--- src/rtl/char_rx_pkg.sv ---
// Shared constants for the serial character receiver: state encoding,
// character width and the idle level of the serial line.
package char_rx_pkg;

  typedef enum logic [2:0] {
    IDLE   = 3'd0,
    START  = 3'd1,
    DATA   = 3'd2,
    STOP   = 3'd3,
    BREAK  = 3'd4,
    PARITY = 3'd5
  } rx_state_t;

  localparam int   DATA_BITS  = 8;
  localparam logic IDLE_LEVEL = 1'b1;

endpackage

--- src/rtl/rx_sync.sv ---
// Two-flop synchroniser for the asynchronous serial line; both flops reset
// to the line idle level so reset never looks like a start bit.
module rx_sync
  import char_rx_pkg::*;
(
  input  logic clk,
  input  logic reset,
  input  logic d,
  output logic q
);

  logic meta;

  always_ff @(posedge clk or negedge reset) begin
    if (!reset) begin
      meta <= IDLE_LEVEL;
      q    <= IDLE_LEVEL;
    end else begin
      meta <= d;
      q    <= meta;
    end
  end

endmodule

--- src/rtl/char_uart_rx.sv ---
// 8N1 serial character receiver feeding the character-recognition FSM.
// Optional even-parity checking is enabled with CHAR_UART_RX_PARITY_EN.
//
// state  | meaning
// IDLE   | line idle, waiting for a low level
// START  | timing to the middle of the start bit, rejecting glitches
// DATA   | sampling the eight data bits, LSB first
// PARITY | sampling the even-parity bit (parity build only)
// STOP   | sampling the stop bit, publishing the character
// BREAK  | line held low after a framing error, waiting for idle
module char_uart_rx
  import char_rx_pkg::*;
#(
  parameter int CLKS_PER_BIT = 16,
  parameter int CNT_W        = 10
) (
  input  logic       clk,
  input  logic       reset,
  input  logic       rx,
  output logic [7:0] char_out,
  output logic       char_valid,
  output logic       frame_err,
  output logic       busy
`ifdef CHAR_UART_RX_PARITY_EN
  ,
  output logic       parity_err
`endif
);

  localparam logic [CNT_W-1:0] TC_HALF = CNT_W'(CLKS_PER_BIT / 2 - 1);
  localparam logic [CNT_W-1:0] TC_BIT  = CNT_W'(CLKS_PER_BIT - 1);

  rx_state_t         state;
  rx_state_t         state_nx;
  logic [CNT_W-1:0]  cnt;
  logic [2:0]        bit_idx;
  logic [7:0]        shreg;
  logic              rx_s;
  logic              tc_half;
  logic              tc_bit;
  logic              last_bit;
  logic              stop_smp;
  logic              par_bad;
  logic              ld_char;
  logic              ferr_set;
  logic              perr_set;

  rx_sync u_sync (
    .clk   (clk),
    .reset (reset),
    .d     (rx),
    .q     (rx_s)
  );

  assign tc_half  = (cnt == TC_HALF);
  assign tc_bit   = (cnt == TC_BIT);
  assign last_bit = (bit_idx == 3'(DATA_BITS - 1));

  always_ff @(posedge clk or negedge reset) begin
    if (!reset) state <= IDLE;
    else        state <= state_nx;
  end

  always_comb begin
    state_nx = state;
    case (state)
      IDLE:   if (!rx_s) state_nx = START;
      START:  if (tc_half) state_nx = rx_s ? IDLE : DATA;
`ifdef CHAR_UART_RX_PARITY_EN
      DATA:   if (tc_bit && last_bit) state_nx = PARITY;
      PARITY: if (tc_bit) state_nx = STOP;
`else
      DATA:   if (tc_bit && last_bit) state_nx = STOP;
`endif
      STOP:   if (tc_bit) state_nx = rx_s ? IDLE : BREAK;
      BREAK:  if (rx_s) state_nx = IDLE;
      default: state_nx = IDLE;
    endcase
  end

`ifdef CHAR_UART_RX_PARITY_EN
  logic par_bit;

  always_ff @(posedge clk or negedge reset) begin
    if (!reset)                          par_bit <= 1'b0;
    else if (state == PARITY && tc_bit)  par_bit <= rx_s;
  end

  assign par_bad = (^shreg) ^ par_bit;
`else
  assign par_bad = 1'b0;
`endif

  // Framing is checked first: a bad stop bit suppresses any parity report.
  always_comb begin
    stop_smp = (state == STOP) && tc_bit;
    ferr_set = stop_smp && !rx_s;
    ld_char  = stop_smp && rx_s && !par_bad;
    perr_set = stop_smp && rx_s && par_bad;
    busy     = (state != IDLE);
  end

  always_ff @(posedge clk or negedge reset) begin
    if (!reset) begin
      cnt     <= '0;
      bit_idx <= '0;
      shreg   <= 8'h00;
    end else begin
      case (state)
        START: begin
          cnt <= tc_half ? '0 : cnt + CNT_W'(1);
          if (tc_half) bit_idx <= '0;
        end
        DATA, PARITY, STOP: begin
          cnt <= tc_bit ? '0 : cnt + CNT_W'(1);
          if (state == DATA && tc_bit) begin
            shreg   <= {rx_s, shreg[7:1]};
            bit_idx <= bit_idx + 3'd1;
          end
        end
        default: cnt <= '0;
      endcase
    end
  end

  always_ff @(posedge clk or negedge reset) begin
    if (!reset) begin
      char_out   <= 8'h00;
      char_valid <= 1'b0;
      frame_err  <= 1'b0;
    end else begin
      char_valid <= ld_char;
      frame_err  <= ferr_set;
      if (ld_char) char_out <= shreg;
    end
  end

`ifdef CHAR_UART_RX_PARITY_EN
  always_ff @(posedge clk or negedge reset) begin
    if (!reset) parity_err <= 1'b0;
    else        parity_err <= perr_set;
  end
`else
  logic unused_perr;
  assign unused_perr = perr_set;
`endif

endmodule
--- config.mk ---
export PLATFORM = sky130hd
export DESIGN_NAME = char_uart_rx
export DESIGN_NICKNAME = d
export VERILOG_FILES = /design/src/rtl/char_rx_pkg.sv /design/src/rtl/rx_sync.sv /design/src/rtl/char_uart_rx.sv
export SDC_FILE = /design/constraint.sdc
export NUM_CORES = 1
export LEC_CHECK = 0
export ABC_AREA = 1
export CAP_MARGIN = 20
export CORE_UTILIZATION = 51
export CTS_CLUSTER_SIZE = 25
export DETAILED_ROUTE_END_ITERATION = 6
export GPL_TIMING_DRIVEN = 0
export PLACE_DENSITY = 0.82
export SLEW_MARGIN = 5
export SYNTH_ARGS = -nofsm -noshare
export SYNTH_HDL_FRONTEND = slang
export SYNTH_SLANG_ARGS = --single-unit
export TNS_END_PERCENT = 10
--- constraint.sdc ---
create_clock -name clk -period 1.4 [get_ports clk]
set_input_delay 0.28 -clock clk [delete_from_list [all_inputs] [get_ports clk]]
set_output_delay 0.28 -clock clk [all_outputs]
set_load 0.005 [all_outputs]
==> summary.md, run 1 <==
| Metric | Value |
|---|---|
| Status | finished with violations |
| Failing checks | hold timing, setup timing |
| Worst R2R Path Depth | 9 |
| Root Driver | clkbuf_4 |
| Netlist cell types | 29 |
| Setup ws final | -0.1051 ns |
| Fin crit period | 1.505 ns |
| #FFs+latches synth | 36 |
| Clock tree buffer depth | 2 |
| Io pins | 14 |
| Period utilization | 107.5% |
| Worst-path clk slew | 0.11 ns |
| Worst-margin pin slew | 0.7735 ns |
| RSZ-0062 raised after global routing | true |
| Die X | 61.23 um |
| Vias per cell | 5.343 |
| Peak VDD IR | 0.001029 V |
| FF/Latch Area | 907.1 sq um |
| Setup crit start kind | register |
| Post-synthesis cell type with the largest combined area | dfrtp_1 |
| Chip Height | 61.23 um |
| Main flop type after synthesis | dfrtp_1 |
| FF-to-FF Start | cnt[0] |
| Setup Crit Path Kind | register to register |
| Final WL | 4.525 mm |
| Final core utilization | 74.88% |
| Pwr/cell area | 1427 nW/um^2 |
| Final Hold Viols | 4 |
| Multi-input logic area | 895.9 sq um |
| Post-CTS Hold Buffers | 0 |
| Pleak | 1.254 nW |
| Power Total | 3.565 mW |
| Initial Util | 53.62% |
| Register area share after synthesis | 50.49% |
| CTS H-Tree Depth | 2 |
| Synth Instances | 201 |
| Largest net degree at the start of global routing | 37 |
| Count leader, synth | nand2_1 |
| Num CTS Buffers | 5 |
| Via count | 1619 |
| Pre-antenna DRT Iters | 4 |
| Area Overhead vs Synth | 39.65% |
| Setup crit end kind | register |
| Global-route wire length before repair | 6.437 mm |
| Count of final setup violators | 28 |
| Vias in the first global route | 1465 |
| Required @ worst endpoint | 1.64 ns |
| Crit path arrival time | 1.75 ns |
| Crit Reg-Reg Endpoint | state[0] |
| Core ar. | 3337 sq um |
| Top cell type's share of synthesized area | 47.55% |
| Port Buffers | 13 |
| Sink Count | 36 |
| Syn_nets | 207 |
| DRC viols | 0 |
| Wire length per cell | 14.93 um |
| Min-delay worst type | primary input to asynchronous set/reset pin |
| CTS tree | done |
| Tot GR Track Use | 24.37% |
| Total grt overflow | 0 |
| Synthesized cell area | 1789 sq um |
| Top cells by count, synth | nand2_1 (49), dfrtp_1 (34), inv_1 (25) |
| Async S/R FF share, synth | 100.0% |
| Clock Skew | 0.009428 ns |
| Max_slew headroom | 48.43% |
| GPL Wtd Cong | 0.8659 |
| Syn_area_per_cell | 8.902 sq um |
| Initial DRC Count | 96 |
| Number of max-cap violations | 0 |
| Worst-path fanout max | 3 |
| Placed Instances | 260 |
| Die area | 3749 sq um |
| Rows | 21 |
| Worst skew pair latency | 0.35 ns |
| Ranking of synthesized cells by area | dfrtp_1 (48%), nand2_1 (10%), inv_1 (5.2%), o21ai_2 (3.4%), nor2_1 (3.1%) |
| Synth Warn # | 0 |
| Fillers | 214 |
| EDFF count, synth | 0 |
| Finished Layout Cells | 303 |
| Register-to-register setup slack | -0.11 ns |
| Fin nets | 262 |
| Post-DP HPWL | 2.219 mm |
| Ant diodes | 0 |
| Hold Worst Slack | -0.009992 ns |
| Initial antenna violation count | 0 |
| Fmax | 664.4 MHz |
| Detail Route Antenna Nets | 0 |
| Max-slew violation count | 0 |
| Ratio of cells with drive above 1 in the final layout | 42.02% |
where the power goes:
| group | switching, mW | internal, mW |
|---|---|---|
| clock network | 0.347 | 0.374 |
| registers | 0.0858 | 1.14 |
| logic | 0.981 | 0.638 |
| total | 1.41 | 2.15 |
state kept, by name, indices dropped and copies added, names as in the netlist:
signal,flops
frame_err,1
cnt,10
char_valid,1
state,3
shreg,8
u_sync.meta,1
u_sync.q,1
bit_idx,3
char_out,8
worst max-delay path by stage:
stage	startpoint	to	slack (ns)	cells after the start
global placement	reset	bit_idx[1]	-0.74	1
detailed placement	cnt[0]	bit_idx[2]	-0.17	8
CTS	state[0]	cnt[0]	-0.08	7
finish	cnt[0]	state[0]	-0.11	9
global route	cnt[0]	state[1]	-0.18	9
floorplan	cnt[0]	char_out[6]	0.01	9
kinds of logic after synthesis:
logic type	Yosys count	synth area share, %
AO/OA/AOI/OAI	29	10.07
AND/OR/NAND/NOR	97	26.64
XOR/XNOR	5	2.447
adder cells (fa/ha/maj)	3	2.098
buffers and inverters	31	8.252
flip-flops	36	50.49
stage by stage:
stage                     hold slack, ns  setup TNS (ns)  worst slack (ns)  area [sq um]
after floorplan                 -0.01559               0           0.01335          1792
after global placement            0.3467          -28.38           -0.7421          1979
after detailed placement          0.3484          -2.553           -0.1696          1974
after CTS                        0.02583         -0.6747          -0.08116          2366
after global routing             0.04767          -3.463           -0.1824          2499
final                          -0.009992          -1.391           -0.1051          2499
layout make-up:
| type | instances | share of cell area (%) |
|---|---|---|
| Inverter | 27 | 4.357 |
| Tap cell | 46 | 2.303 |
| Clock buffer | 6 | 1.652 |
| Sequential cell | 36 | 36.30 |
| Clock inverter | 2 | 1.402 |
| Multi-Input combinational cell | 134 | 35.85 |
| Buffer | 3 | 1.352 |
| Timing Repair Buffer | 49 | 16.78 |
layer usage:
layer | GRT usage, % | up-vias | part of all wire [%] | wire length, um
met5 | 0 | - | 0 | 0
met4 | 10.71 | 0 | 3.4 | 155
met3 | 7.983 | 18 | 5.4 | 243
met2 | 38.20 | 76 | 50 | 2266
met1 | 30.96 | 773 | 41 | 1859
li1 | - | 752 | - | -
layout by cell type, fill, tap and decap left out, types with 2 or more instances in the layout:
cell and count:
dlygate4sd2_1 10, buf_6 6, nand4_1 5, dfrtp_1 31, nand3_1 8, a21oi_1 6
and3_1 2, inv_2 7, dfrtp_2 3, o21ai_1 10, buf_4 30, nor2_1 9
nand2_4 9, xor2_1 4, nor2_4 7, o21ai_2 9, dfstp_2 2, clkbuf_4 5
ha_1 2, nand2_1 35, nand3_4 4, nor2_2 3, buf_2 2, inv_1 18
nand2_2 12
timing repair:
item | CTS | global route
gates resized for setup | 40 | 32
setup buffers | 29 | 5
endpoints found under the setup margin | 37 | 33
pin swaps | 8 | 11
cloned | 2 | 0
critical path: stages, from the launching register on:
cell,delay (ns)
dfrtp_1,0.42
ha_4,0.18
nand2_4,0.05
nor2_4,0.17
nand2_4,0.10
buf_4,0.15
nand2_2,0.06
nand3_2,0.10
nand2_1,0.11
nand2_1,0.07
(Power assumes the default switching activity.)
==> inputs of run 2 (changes only) <==
- CORE_UTILIZATION: 51 -> 40
- PLACE_DENSITY: 0.82 -> 0.66
- clock period: 1.4 -> 1.8 ns (I/O delays scaled with it)
==> summary.md, run 2 (synthesis gave the netlist of run 1 again) <==
| Metric | Value |
|---|---|
| Pwr/cell area | 1126 nW/um^2 (was 1427 nW/um^2) |
| Fillers | 410 (was 214) |
| Ant diodes | 0 (unchanged) |
| Setup crit end kind | primary output (was register) |
| Crit path max-delay cell type | dfrtp_2 (was dfrtp_1) |
| CP max stage delay | 0.45 ns (was 0.42 ns) |
| Area Overhead vs Synth | 16.99% (was 39.65%) |
| Flop pwr share | 41.2% (was 34.4%) |
| Count of final setup violators | 0 (was 28) |
| Max_slew headroom | 46.88% (was 48.43%) |
| Clock tree buffer depth | 2 (unchanged) |
| Tot GR Track Use | 15.81% (was 24.37%) |
| NetSw | 0.8227 mW (was 1.414 mW) |
| Crit Reg-Reg Endpoint | bit_idx[1] (was state[0]) |
| CTS H-Tree Depth | 2 (unchanged) |
| Required @ worst endpoint | 1.44 ns (was 1.64 ns) |
| Initial Util | 43.18% (was 53.62%) |
| Switch share | 34.90% (was 39.65%) |
| TNS Setup | 0 ns (was -1.391 ns) |
| Final Hold Viols | 0 (was 4) |
| CP Cell Sequence | nor2_4 > nand2_1 > clkdlybuf4s50_1 (was ha_4 > nand2_4 > nor2_4 > nand2_4 > buf_4 > nand2_2 > nand3_2 > nand2_1 > nand2_1) |
| Commonest non-fill, non-tap cells in the layout | nand2_1 (49), dfrtp_1 (33), inv_1 (25) (was nand2_1 (35), dfrtp_1 (31), buf_4 (30)) |
| Largest net degree at the start of global routing | 37 (unchanged) |
| Largest register FFs | 10 (unchanged) |
| Top reg by flops | cnt (unchanged) |
| Initial DRC Count | 42 (was 96) |
| Port Buffers | 13 (unchanged) |
| Period utilization | 96.61% |
| Setup Crit Path Kind | register to primary output (was register to register) |
| Wire length per cell | 11.58 um (was 14.93 um) |
| Delay-heaviest family, CP | flip-flops (was simple AND/OR/NAND/NOR gates) |
| Number of max-cap violations | 0 (unchanged) |
| Post-DP HPWL | 2.211 mm (was 2.219 mm) |
| Clock Power Share | 29.2% (was 20.2%) |
| Commonest non-fill, non-tap cell in the layout | nand2_1 (unchanged) |
| Total grt overflow | 0 (unchanged) |
| Die area | 4744 sq um (was 3749 sq um) |
| Setup crit start kind | register (unchanged) |
| Worst skew pair latency | 0.29 ns (was 0.35 ns) |
| Num CTS Buffers | 5 (unchanged) |
| Initial antenna violation count | 0 (unchanged) |
| Fin nets | 227 (was 262) |
| Io pins | 14 (unchanged) |
| Post-CTS Setup Bufs | 0 (was 29) |
| Status | complete, no violations (was finished with violations) |
| Ratio of cells with drive above 1 in the final layout | 18.02% (was 42.02%) |
| Clock Skew | 0.007053 ns (was 0.009428 ns) |
| FF-to-FF Start | cnt[0] (unchanged) |
| Internal power | 1.535 mW (was 2.152 mW) |
| Global-route wire length before repair | 5.375 mm (was 6.437 mm) |
| Worst-margin pin slew | 0.7968 ns (was 0.7735 ns) |
| Worst-path fanout max | 5 (was 3) |
| Fmax | 575.0 MHz |
| Root Driver | clkbuf_8 (was clkbuf_4) |
| Hold Worst Slack | 0.1544 ns (was -0.009992 ns) |
| Via count | 1300 (was 1619) |
| Die X | 68.88 um (was 61.23 um) |
| Buf/Inv on CP | 1 (unchanged) |
| Vias per cell | 4.779 (was 5.343) |
| Min-delay worst type | primary input to asynchronous set/reset pin (unchanged) |
| Peak VDD IR | 0.0007198 V (was 0.001029 V) |
| Fin crit period | 1.739 ns |
| Chip Height | 68.88 um (was 61.23 um) |
| Largest regs | cnt (10), char_out (8), shreg (8) (unchanged) |
| Max-slew violation count | 0 (unchanged) |
| Final WL | 3.151 mm (was 4.525 mm) |
| Pre-antenna DRT Iters | 5 (was 4) |
| Crit path arrival time | 1.38 ns (was 1.75 ns) |
| DRC viols | 0 (unchanged) |
| Worst-path clk slew | 0.07 ns (was 0.11 ns) |
| Sink Count | 36 (unchanged) |
| Core ar. | 4144 sq um (was 3337 sq um) |
| Pleak | 1.004 nW (was 1.254 nW) |
| Worst R2R Path Depth | 8 (was 9) |
| Detail Route Antenna Nets | 0 (unchanged) |
| GPL Wtd Cong | 0.8224 (was 0.8659) |
| CTS tree | done (unchanged) |
| Gate power share | 29.6% (was 45.4%) |
| Vias in the first global route | 1192 (was 1465) |
| Final core utilization | 50.51% (was 74.88%) |
| Rows | 23 (was 21) |
| Register-to-register setup slack | 0.20 ns (was -0.11 ns) |
| RSZ-0062 raised after global routing | false (was true) |
-- run 2: cell types whose count changed in the layout (fill, tap and decap cells not counted), moves of 3 or more --
cell,delta
nand3_4,-3
inv_1,+7
nand2_1,+14
buf_4,-29
nand2_2,-6
dlygate4sd2_1,-10
clkbuf_8,+5
nor2_1,+5
nor2_2,-3
nand2_4,-8
clkdlybuf4s50_1,+11
clkbuf_4,-5
buf_6,-3
inv_2,-6
-- run 2: power groups by stage --
stage	clock [mW]	combinational, mW	sequential, mW
after floorplan	0	0.515	0.957
after global placement	0	0.685	0.973
after detailed placement	0	0.685	0.972
after CTS	0.721	0.690	0.961
after global routing	0.743	0.796	0.983
final	0.689	0.697	0.971
-- run 2: final cells by class --
type,count,area (sq um),area share (%)
clock inverter,2,35.03,1.674
timing repair buffer,13,125.1,5.977
clock buffer,6,72.57,3.467
inverter,27,106.4,5.081
sequential,36,904.6,43.22
buffer,4,41.29,1.973
tap,50,62.56,2.989
multi-input combinational,134,745.7,35.62
-- run 2: worst max-delay path by stage --
stage | end | cells past startpoint | startpoint | slack (ns)
after CTS | busy | 3 | state[2] | 0.03
after global placement | char_out[3] | 1 | reset | -0.48
after detailed placement | bit_idx[0] | 8 | cnt[0] | 0.22
after floorplan | char_out[6] | 9 | cnt[0] | 0.40
final | busy | 3 | state[2] | 0.06
after global routing | busy | 3 | state[2] | 0.03
-- run 2: repair_timing --
| item | 4_1_cts | 5_1_grt |
|---|---|---|
| gates cloned | 0 | 0 |
| setup endpoints to repair | 1 | 1 |
| hold buffers | 0 | 0 |
| resized for setup | 1 | 2 |
-- run 2: per-layer routing --
metal | routed length, um | GRT usage (%) | vias up
li1 | - | - | 678
met1 | 1631 | 20.99 | 600
met2 | 1385 | 22.82 | 18
met3 | 100 | 4.934 | 4
met4 | 34 | 8.418 | 0
met5 | 0 | 0 | -
-- run 2: per-stage QoR --
| step | std cells | instance area [sq um] | power (mW) | setup WS [ns] |
|---|---|---|---|---|
| final | 272 | 2093 | 2.358 | 0.06099 |
| after global placement | 264 | 1982 | 1.658 | -0.4752 |
| after floorplan | 201 | 1789 | 1.472 | 0.3992 |
| after CTS | 272 | 2087 | 2.372 | 0.02542 |
| after detailed placement | 264 | 1977 | 1.658 | 0.2155 |
| after global routing | 272 | 2093 | 2.521 | 0.02515 |
==> inputs of run 3 (changes only) <==
--- a/config.mk
+++ b/config.mk
@@ -12,8 +12,8 @@
 export DETAILED_ROUTE_END_ITERATION = 6
 export GPL_TIMING_DRIVEN = 0
-export PLACE_DENSITY = 0.66
+export PLACE_DENSITY = 0.69
 export SLEW_MARGIN = 5
 export SYNTH_ARGS = -nofsm -noshare
 export SYNTH_HDL_FRONTEND = slang
 export SYNTH_SLANG_ARGS = --single-unit
-export TNS_END_PERCENT = 10
+export TNS_END_PERCENT = 30
==> constraint.sdc (replaced) <==
create_clock -name clk -period 1.46 [get_ports clk]
set_input_delay 0.292 -clock clk [delete_from_list [all_inputs] [get_ports clk]]
set_output_delay 0.292 -clock clk [all_outputs]
set_load 0.1 [all_outputs]
==> summary.md, run 3 (synthesis gave the netlist of run 1 again) <==
| Metric | Value |
|---|---|
| Top reg by flops | cnt (unchanged) |
| Largest net degree at the start of global routing | 37 (unchanged) |
| Largest register FFs | 10 (unchanged) |
| GPL Wtd Cong | 0.7818 (was 0.8224) |
| Worst-path clk slew | 0.07 ns (about the same) |
| Pre-antenna DRT Iters | 4 (was 5) |
| CTS tree | done (unchanged) |
| Final Hold Viols | 0 (unchanged) |
| Fmax | 687.4 MHz |
| Port Buffers | 13 (unchanged) |
| Min-delay worst type | primary input to asynchronous set/reset pin (unchanged) |
| Gate power share | 40.4% (was 29.6%) |
| Total grt overflow | 0 (unchanged) |
| Number of max-cap violations | 0 (unchanged) |
| Chip Height | 68.88 um (unchanged) |
| Worst-path fanout max | 5 (unchanged) |
| Crit path arrival time | 1.64 ns (was 1.38 ns) |
| Initial DRC Count | 98 (was 42) |
| Detail Route Antenna Nets | 0 (unchanged) |
| Pleak | 1.211 nW (was 1.004 nW) |
| Clock Skew | 0.005132 ns (was 0.007053 ns) |
| Via count | 1456 (was 1300) |
| Worst-margin pin slew | 0.7963 ns (was 0.7968 ns) |
| Fin crit period | 1.455 ns |
| Worst R2R Path Depth | 10 (was 8) |
| CTS H-Tree Depth | 2 (unchanged) |
| Wire length per cell | 12.88 um (was 11.58 um) |
| Setup crit start kind | register (unchanged) |
| Post-DP HPWL | 2.199 mm (was 2.211 mm) |
| Num CTS Buffers | 5 (unchanged) |
| Status | complete, no violations (unchanged) |
| Core ar. | 4144 sq um (unchanged) |
| Fillers | 348 (was 410) |
| Ratio of cells with drive above 1 in the final layout | 40.80% (was 18.02%) |
| Flop pwr share | 34.9% (was 41.2%) |
| Commonest non-fill, non-tap cells in the layout | nand2_1 (42), dfrtp_1 (30), inv_1 (22) (was nand2_1 (49), dfrtp_1 (33), inv_1 (25)) |
| Worst skew pair latency | 0.29 ns (about the same) |
| Die area | 4744 sq um (unchanged) |
| Peak VDD IR | 0.001294 V (was 0.0007198 V) |
| Internal power | 2.111 mW (was 1.535 mW) |
| Clock Power Share | 24.6% (was 29.2%) |
| Ant diodes | 0 (unchanged) |
| Commonest non-fill, non-tap cell in the layout | nand2_1 (unchanged) |
| Fin nets | 255 (was 227) |
| Rows | 23 (unchanged) |
| Max_slew headroom | 46.91% (was 46.88%) |
| Global-route wire length before repair | 5.464 mm (was 5.375 mm) |
| Largest regs | cnt (10), char_out (8), shreg (8) (unchanged) |
| Power Total | 3.446 mW (was 2.358 mW) |
| NetSw | 1.335 mW (was 0.8227 mW) |
| Crit path max-delay cell type | dfrtp_1 (was dfrtp_2) |
| Root Driver | clkbuf_8 (unchanged) |
| Count of final setup violators | 0 (unchanged) |
| FF-to-FF Start | cnt[4] (was cnt[0]) |
| Required @ worst endpoint | 1.64 ns (was 1.44 ns) |
| Vias per cell | 4.853 (was 4.779) |
| Area Overhead vs Synth | 35.52% (was 16.99%) |
| Die X | 68.88 um (unchanged) |
| Period utilization | 99.64% |
| CP max stage delay | 0.38 ns (was 0.45 ns) |
| Vias in the first global route | 1227 (was 1192) |
| Finished Layout Cells | 300 (was 272) |
| Tot GR Track Use | 16.50% (was 15.81%) |
| Initial Util | 43.18% (unchanged) |
| Setup crit end kind | register (was primary output) |
| Io pins | 14 (unchanged) |
| Sink Count | 36 (unchanged) |
| Most used cell, CP | nor2_4 |
| Max-slew violation count | 0 (unchanged) |
| CP Cell Sequence | buf_6 > nor2_4 > nand2_2 > nor2_4 > nand2_4 > clkinv_4 > nand3_4 > buf_4 > nand2_1 > o21ai_2 (was nor2_4 > nand2_1 > clkdlybuf4s50_1) |
| Switch share | 38.73% (was 34.90%) |
| Pwr/cell area | 1421 nW/um^2 (was 1126 nW/um^2) |
| Setup Crit Path Kind | register to register (was register to primary output) |
| DRC viols | 0 (unchanged) |
| RSZ-0062 raised after global routing | true (was false) |
| Placed Instances | 264 (unchanged) |
| CP Launch Point | cnt[4] (was state[2]) |
| TNS Setup | 0 ns (unchanged) |
| Final WL | 3.865 mm (was 3.151 mm) |
| Clock tree buffer depth | 2 (unchanged) |
| Initial antenna violation count | 0 (unchanged) |
-- run 3: changes by cell type in the layout (fill, tap and decap cells not counted), moves of 4 or more --
cell,change
nand2_4,+4
buf_2,+12
buf_6,+5
clkdlybuf4s50_1,-11
nand2_1,-7
buf_4,+20
-- run 3: repair_timing --
item,in CTS,in global routing
hold buffers,0,0
resized for setup,65,39
gates cloned,1,2
pin swaps,4,14
endpoints found under the setup margin,35,33
setup buffers,10,15
-- run 3: layout make-up --
cell class              count  area [sq um]  area share [%]
flip-flops and latches     36         908.4           37.46
multi-input cells         134         874.6           36.07
repair buffers             41         316.6           13.05
inverters                  27         106.4           4.386
clock buffers               6         72.57           2.993
well taps                  50         62.56           2.580
plain buffers               4         48.80           2.012
clock inverters             2         35.03           1.445
-- run 3: through the flow --
step	instance area (sq um)	setup WS, ns	util, %	hold slack (ns)
3_5_place_dp	1977	-0.5215	47.71	0.3469
4_1_cts	2188	-0.03386	52.81	0.1207
3_3_place_gp	1982	-0.7204	47.83	0.3454
6_report	2425	0.005322	58.51	0.08926
2_1_floorplan	1789	0.03762	-	-0.003591
5_1_grt	2425	-0.07027	58.51	0.1465
-- run 3: final timing paths --
path,slack [ns],to
worst min-delay path,0.09,cnt[9]
worst max register to register,0.005,char_out[3]
max in group asynchronous,0.81,state[0]
min in group clk,0.36,u_sync.q
worst max-delay path,0.005,char_out[3]
worst min register to register,0.36,u_sync.q
-- run 3: worst max-delay path, delay by kind of cell (launching register included) --
kind / cells / cell delay, ns
flip-flops: 1 / 0.38
AO/OA/AOI/OAI: 1 / 0.05
AND/OR/NAND/NOR: 6 / 0.56
buffers and inverters: 3 / 0.35
-- run 3: routing by layer --
layer	vias to the layer above	GRT usage, %	wire (um)
met5	-	0	0
met4	0	9.184	64
met3	4	5.428	137
met2	26	23.06	1914
met1	693	22.22	1749
li1	733	-	-
-- run 3: power groups by stage --
stage | registers, mW | clock network, mW | logic [mW]
floorplan | 1.18 | 0 | 0.764
global route | 1.22 | 0.914 | 1.52
CTS | 1.18 | 0.876 | 1.08
global placement | 1.20 | 0 | 0.962
finish | 1.20 | 0.849 | 1.39
detailed placement | 1.20 | 0 | 0.972
